$ cat config.mk
export PLATFORM = sky130hd
export DESIGN_NAME = radar_frame_writer
export DESIGN_NICKNAME = d
export VERILOG_FILES = /design/src/rtl/radar_rx_pkg.sv /design/src/rtl/sat_cnt_v.sv /design/src/rtl/radar_frame_writer.sv
export SDC_FILE = /design/constraint.sdc
export NUM_CORES = 1
export LEC_CHECK = 0
export BUFFER_PORTS_ARGS = -buffer_cell sky130_fd_sc_hd__buf_2
export CAP_MARGIN = 20
export CORE_MARGIN = 2
export CORE_UTILIZATION = 35
export CTS_BUF_LIST = sky130_fd_sc_hd__clkbuf_8
export CTS_CLUSTER_DIAMETER = 40
export CTS_CLUSTER_SIZE = 28
export DETAILED_ROUTE_END_ITERATION = 12
export PLACE_DENSITY = 0.61
export SYNTH_ARGS = -nofsm -noshare
export SYNTH_HDL_FRONTEND = slang
export SYNTH_HIERARCHICAL = 1
export SYNTH_SLANG_ARGS = --single-unit
$ cat constraint.sdc
create_clock -name wclk_i -period 3.1 [get_ports wclk_i]
set_clock_uncertainty 0.2 [all_clocks]
set_input_delay 0.155 -clock wclk_i [delete_from_list [all_inputs] [get_ports wclk_i]]
set_output_delay 0.155 -clock wclk_i [all_outputs]
set_load 0.005 [all_outputs]
$ cat src/rtl/radar_rx_pkg.sv
// rtl/radar_rx_pkg.sv - shared types and constants for the radar receive path
package radar_rx_pkg;

  // Width of frame, sample and drop counters
  localparam int CNT_W = 16;

  // Default header tag written at the start of each frame
  localparam logic [15:0] HDR_MAGIC_DEF = 16'hA5A5;

  typedef enum logic [1:0] {
    IDLE    = 2'd0,
    HDR     = 2'd1,
    STREAM  = 2'd2,
    WAITLOW = 2'd3
  } wr_state_t;

endpackage

$ cat src/rtl/sat_cnt_v.sv
// rtl/sat_cnt_v.sv - 16-bit saturating increment counter with synchronous active-low clear
module sat_cnt_v
  import radar_rx_pkg::*;
(
  input  logic             clk,
  input  logic             rst,
  input  logic             inc,
  output logic [CNT_W-1:0] count
);

  localparam logic [CNT_W-1:0] CNT_MAX = {CNT_W{1'b1}};

  // Count up on inc, hold at all-ones instead of wrapping
  always_ff @(posedge clk) begin
    if (!rst) begin
      count <= '0;
    end else if (inc && (count != CNT_MAX)) begin
      count <= count + CNT_W'(1);
    end
  end

endmodule

$ cat src/rtl/radar_frame_writer.sv
// rtl/radar_frame_writer.sv - packs I/Q samples of a receive window into FIFO frames; header word under FRAME_HEADER_EN
module radar_frame_writer
  import radar_rx_pkg::*;
#(
  parameter int          SWIDTH    = 16,
  parameter int          MAXSAMP   = 4096,
  parameter logic [15:0] HDR_MAGIC = HDR_MAGIC_DEF
) (
  input  logic                wclk_i,
  input  logic                rst,
  input  logic                win_i,
  input  logic                sample_valid_i,
  input  logic [SWIDTH-1:0]   i_i,
  input  logic [SWIDTH-1:0]   q_i,
  input  logic                fifo_full_i,
  output logic                fifo_wen_o,
  output logic [2*SWIDTH-1:0] fifo_data_o,
  output logic                frame_done_o,
  output logic [15:0]         nsamp_o,
  output logic [15:0]         drop_o,
  output logic                busy_o
);

  localparam logic [SWIDTH-1:0] MAGIC    = SWIDTH'(HDR_MAGIC);
  localparam logic [CNT_W-1:0]  LAST_IDX = CNT_W'(MAXSAMP - 1);

`ifdef FRAME_HEADER_EN
  localparam wr_state_t FIRST_ST = HDR;
`else
  localparam wr_state_t FIRST_ST = STREAM;
`endif

  wr_state_t        state;
  logic             win_q;
  logic [CNT_W-1:0] frame_cnt;
  logic [CNT_W-1:0] samp_cnt;

  logic win_rise;
  logic accept;
  logic drop_inc;

  assign win_rise = win_i & ~win_q;
  assign accept   = (state == STREAM) & win_i & sample_valid_i;
  // Samples arriving while the header is pending are lost and must be counted
  assign drop_inc = (accept & fifo_full_i) |
                    ((state == HDR) & win_i & sample_valid_i);
  assign busy_o   = (state != IDLE);

  // Previous win_i for rising-edge detection
  always_ff @(posedge wclk_i) begin
    if (!rst) begin
      win_q <= 1'b0;
    end else begin
      win_q <= win_i;
    end
  end

  // Frame FSM with registered FIFO, done and sample-count outputs
  always_ff @(posedge wclk_i) begin
    if (!rst) begin
      state        <= IDLE;
      fifo_wen_o   <= 1'b0;
      fifo_data_o  <= '0;
      frame_done_o <= 1'b0;
      nsamp_o      <= '0;
      frame_cnt    <= '0;
      samp_cnt     <= '0;
    end else begin
      fifo_wen_o   <= 1'b0;
      frame_done_o <= 1'b0;
      case (state)
        IDLE: begin
          if (win_rise) begin
            samp_cnt <= '0;
            state    <= FIRST_ST;
          end
        end
        HDR: begin
          // A window that closes before the header goes out is not a frame
          if (!win_i) begin
            state <= IDLE;
          end else if (!fifo_full_i) begin
            fifo_wen_o  <= 1'b1;
            fifo_data_o <= {MAGIC, SWIDTH'(frame_cnt)};
            state       <= STREAM;
          end
        end
        STREAM: begin
          if (!win_i) begin
            // A sample coinciding with the window close is discarded uncounted
            frame_done_o <= 1'b1;
            nsamp_o      <= samp_cnt;
            frame_cnt    <= frame_cnt + CNT_W'(1);
            state        <= IDLE;
          end else if (sample_valid_i && !fifo_full_i) begin
            fifo_wen_o  <= 1'b1;
            fifo_data_o <= {i_i, q_i};
            samp_cnt    <= samp_cnt + CNT_W'(1);
            if (samp_cnt == LAST_IDX) begin
              frame_done_o <= 1'b1;
              nsamp_o      <= samp_cnt + CNT_W'(1);
              frame_cnt    <= frame_cnt + CNT_W'(1);
              state        <= WAITLOW;
            end
          end
        end
        WAITLOW: begin
          if (!win_i) begin
            state <= IDLE;
          end
        end
        default: state <= IDLE;
      endcase
    end
  end

  sat_cnt_v u_drop_cnt (
    .clk   (wclk_i),
    .rst   (rst),
    .inc   (drop_inc),
    .count (drop_o)
  );

endmodule

# After elaboration in Yosys (flattened, before gate mapping)
# Index checks and enable logic that the tools add are counted.
dict set report word_totals {
  reg_bits 101
  inputBits 37
  out_inout_bits 67
  word_cells 79
}
dict set report op_classes {
  addsub 3
  n_eq_ne 16
  n_mux 31
  n_bitwise 8
  n_reduce_logical 12
}
# op n
set op_table {}
lappend op_table {{two-way mux 16 bit} 9}
lappend op_table {{two-way mux 32 bit} 4}
lappend op_table {{one-hot mux 32 bit (2 select lines)} 1}
lappend op_table {{adder 16 x 1 -> 16 bit, second input constant} 3}
lappend op_table {{one-hot mux 16 bit (2 select lines)} 1}
lappend op_table {{== test 16 x 12 -> 1 bit, second input constant} 1}
lappend op_table {{inequality test 16 bit, second input constant} 1}
lappend op_table {{two-way mux 2 bit} 7}
lappend op_table {{inequality test 2 bit, second input constant} 5}
lappend op_table {{AND reduction 5 bit} 2}
lappend op_table {{one-hot mux 2 bit (4 select lines)} 1}
lappend op_table {{two-way mux 1 bit} 7}
lappend op_table {{AND 1 bit} 6}
lappend op_table {{inequality test 2 x 1 -> 1 bit, second input constant} 3}
lappend op_table {{inequality test 3 x 2 -> 1 bit, second input constant} 2}
lappend op_table {{nonzero test 2 bit} 3}
lappend op_table {{== test 2 bit, second input constant} 2}
lappend op_table {{AND reduction 4 bit} 1}
lappend op_table {{inequality test 3 bit, second input constant} 1}
lappend op_table {{AND reduction 3 bit} 1}
lappend op_table {{== test 2 x 1 -> 1 bit, second input constant} 1}
lappend op_table {{logical AND 1 bit} 2}
lappend op_table {{logical NOT 2 bit} 1}
lappend op_table {{one-hot mux 1 bit (2 select lines)} 1}
lappend op_table {{other kinds (4)} 4}

# Longest topological paths before layout
dict set report logic_depth {
  depth_word 6
  mapped_depth 11
  mapped_depth_nobuf 8
}

# Modules after synthesis
# The synthesis kept the hierarchy.
# module instances cells_per_inst area_per_inst_um2 seq_area_each_um2
set by_module_without_submodules {}
lappend by_module_without_submodules {radar_frame_writer 1 475 3950.0 1701.6}
lappend by_module_without_submodules {sat_cnt_v 1 97 837.1 320.3}

# Least setup slack after synthesis
# No wires, ideal clock.
dict set report synth_timing {
  path_kind {register -> register}
  from {register state[0]}
  to {register u_drop_cnt.count[7]}
  setup_ns 0.071
  arrival_ns 2.626
  required_ns 2.829
  slack_ns 0.204
  stages_incl_launch_ff 11
  path_buffers 3
  synth_period_minus_slack_ns 2.896
  path_cell_list {dfxtp_1 -> inv_1 -> ha_1 -> clkbuf_1 -> clkbuf_1 -> buf_1 -> a21oi_1 -> nor2_1 -> nand2_1 -> or4_1 -> a21oi_1}
}
dict set report synth_between {
  elab_chain_len 6
  elab_cells_between_ends 9
  classes_between {eq/ne: 2; bitwise: 6; reduce/logical: 1}
}
# item line
set synth_rtl {}
lappend synth_rtl {{from (decl)} radar_frame_writer.sv:33} ;# wr_state_t state;
lappend synth_rtl {{from (signal assigned)} radar_frame_writer.sv:61} ;# state <= IDLE;
lappend synth_rtl {{from (signal assigned)} radar_frame_writer.sv:75} ;# state <= FIRST_ST;
lappend synth_rtl {{from (signal assigned)} radar_frame_writer.sv:81} ;# state <= IDLE;
lappend synth_rtl {{== test 2 bit} radar_frame_writer.sv:43} ;# assign accept = (state == STREAM) & win_i & sample_valid_i;
lappend synth_rtl {{AND 1 bit (2 in a row)} radar_frame_writer.sv:43}
lappend synth_rtl {{AND 1 bit} radar_frame_writer.sv:45} ;# assign drop_inc = (accept & fifo_full_i) |
lappend synth_rtl {{bitwise OR 1 bit *} radar_frame_writer.sv:45}
lappend synth_rtl {{via drop_inc} radar_frame_writer.sv:40} ;# logic drop_inc;
lappend synth_rtl {{logical AND 1 bit *} sat_cnt_v.sv:17} ;# end else if (inc && (count != CNT_MAX)) begin
lappend synth_rtl {{to (signal assigned)} sat_cnt_v.sv:18} ;# count <= count + CNT_W'(1);
lappend synth_rtl {{to (decl)} sat_cnt_v.sv:8} ;# output logic [CNT_W-1:0] count
# The timed path passes the listed nets; every way through them passes the cells marked *.
# A chain may end at the register's enable or synchronous reset.

# Worst setup path in the final report
# Ends and elaborated chain as after synthesis.

==> results.cfg <==
[logic_synthesis]
ys_types = 51
syn_avg_cell_area_um2 = 8.37
netlist_area_um2 = 4790
yosysSeqAreaShare_pct = 42.2
synthFlopType = dfxtp_1
ys_async_sr_fraction_pct = 0
synthSimpleGateAreaFrac_pct = 23.3
synth_top_area_cell = dfxtp_1
ys_warn_count = 6
synth_compound_area_share_pct = 21.1
synth.area.top_cells = dfxtp_1 42%, a21oi_1 6.8%, a211oi_1 4.5%, nand2_1 4.5%, mux2i_1 4.2%
synth_nets = 617
synthAdderAreaFrac_pct = 2.09
synth_top_family_by_area = simple AND/OR/NAND/NOR gates
synthCells = 572
synth-edff-count = 0
yosysTopAreaCellShare_pct = 42.2
muxShareOfSynthArea_pct = 4.65
ys_ff_latch = 101
synth-xor-area-share_pct = 2.38

[clocking]
clk_pin_slew_ps = 100
tritoncts = done
worstSkewPairLatency_ps = 380
cts_buffers = 9
cts_root_buffer = clkbuf_8
htreeDepth = 3
cts_num_sinks = 101
clk_path_buf_depth = 2
cts-resized-gates = 0

[final_layout]
diodes = 0
drive_gt1_share_pct = 19.9
nets = 738
finish.utilization_pct = 45.3
areaGrowthSynthToFinish_pct = 25.9
final_common_cell = buf_2
layout_common_cells = 103 x buf_2, 101 x dfxtp_1, 65 x a21oi_1, 57 x nand2_1, 38 x nor2_1

[grt]
grt.total_usage_pct = 17.1
antenna_found_initial = 0
grt_overflow = 0
grt_pass1_wl_um = 20600
grt_pass1_vias = 4521
grt_max_degree = 49

[power]
cellLeakagePower_nw = 2.26
ir_drop_mv = 0.252
p_per_area_nw_per_um2 = 464

[critical_path]
path_cells = inv_1, ha_2, a21oi_1, nor2_1, nand2_1, or4_1, a21oi_1
crit_path_frequent_cell = a21oi_1
start_kind = register
cp.required_ps = 3210
arrival_ps = 2720
path_max_fanout = 19
crit_family = simple AND/OR/NAND/NOR gates
worst-path-buf-inv = 1
slowest_stage = or4_1
path_class = register to register
critPathCaptureType = register
critPathMaxStageDelay_ps = 530

[route]
vias = 4683
wirelength_um = 12500
drtIter0Drc = 252
wire_per_inst_um = 14.3
first_pass_iters = 4
ant_nets = 0
viasPerCell = 5.36
drc_errors = 0

[placement]
port_buffers = 103
hpwl_um = 8520
globalplace.congestion = 0.776
pre_cts_slack_ps = 510

[sta]
worst_pin_slew_ps = 669
layout_setup_ws_ps = 488
slew_violations = 0
rsz0062_at_grt = false
min_period_ps = 2610
clock.fmax_mhz = 383
min_period_over_period_pct = 84.2
fin_tns_setup_ps = 0
finalSetupViolations = 0
hold_viol = 0
slew_headroom_pct = 55.4

[floorplan]
io_pins = 104
initial_utilization_pct = 36.0
dieArea_um2 = 14600
design.core.area_um2 = 13300
rows = 42
die_x_um = 121
die-height_um = 121

[job]
cap_violations = 0

[worst_hold_path]
hold_class = primary input to register

[run_status]
status = finished, final reports clean
-- kinds of logic (layout without fill, tap and decap cells) --
kind of cell	after synthesis	count (layout)
and+or+nand+nor	213	213
DFF	101	101
adders and majority gates	8	8
muxes	22	22
xor gates and xnor gates	13	13
AOI/OAI and AO/OA	164	164
buffers and inverters	51	177
-- power by group --
group	switching, mW	internal, mW	total, mW
logic	0.282	0.202	0.483
registers	0.0282	1.34	1.37
clock network	0.462	0.475	0.938
-- routing by layer --
metal  routed length, µm  GRT usage (%)
met5                   0              0
met4                 237           7.34
met3                 468           2.58
met2                6230           30.1
met1                5590           20.6
-- final cells by class --
type | count | area [µm²]
fillers | 1281 | 7270
multi-input cells | 420 | 2570
repair buffers | 146 | 938
clock buffers | 10 | 138
inverters | 15 | 56.3
clock inverters | 6 | 86.3
flip-flops and latches | 101 | 2020
well taps | 176 | 220
-- cell usage after synthesis, drive strengths merged, types with 6 or more instances --
library cell and instances:
a311oi 7, nand4 14, ha 8, and4 7, nor2 38, or3 14
or4 10, nand3 28, dfxtp 101, a211oi 29, o31ai 9, o21a 7
and3 6, buf 8, nor3 20, xnor2 8, nand2 57, a21oi 65
clkbuf 28, o21ai 33, inv 14, mux2i 20
-- flip-flops by register name (all words and copies together), names as in the netlist --
name,cells
fifo_data_o,32
frame_cnt,16
nsamp_o,16
samp_cnt,16
u_drop_cnt/count,16
state,2
fifo_wen_o,1
frame_done_o,1
win_q,1
-- final timing paths --
kind	start	endpoint	slack (ps)	cells after the start
max reg2reg	state[0]	u_drop_cnt/count[7]	490	7
max	state[0]	u_drop_cnt/count[7]	490	7
min reg2reg	fifo_data_o[16]	fifo_data_o[16]	250	2
min	win_i	nsamp_o[0]	70	3
-- worst reg2reg max path, delay by kind of cell, from the launching register on --
kind            cells  cell delay, ps
flops               1             350
simple gates        3            1180
fa+ha+maj           1             430
compound gates      2             250
buf+inv             1             130
-- timing repair --
item	CTS	global route
buffers inserted	0	0
hold buffers	35	0
hold endpoints to repair	42	0
-- per-stage QoR --
step / std cells / power [mW] / hold WS [ps] / cell area [µm²]
final: 874 / 2.79 / 72.6 / 6030
after global routing: 874 / 2.94 / 89.1 / 6030
after CTS: 874 / 2.84 / 61.0 / 6030
after detailed placement: 823 / 1.86 / 238 / 5450
after global placement: 823 / 1.84 / 234 / 5450
after floorplan: 572 / 1.70 / 88.4 / 4790
No activity file was read; power rests on OpenSTA's default activity.
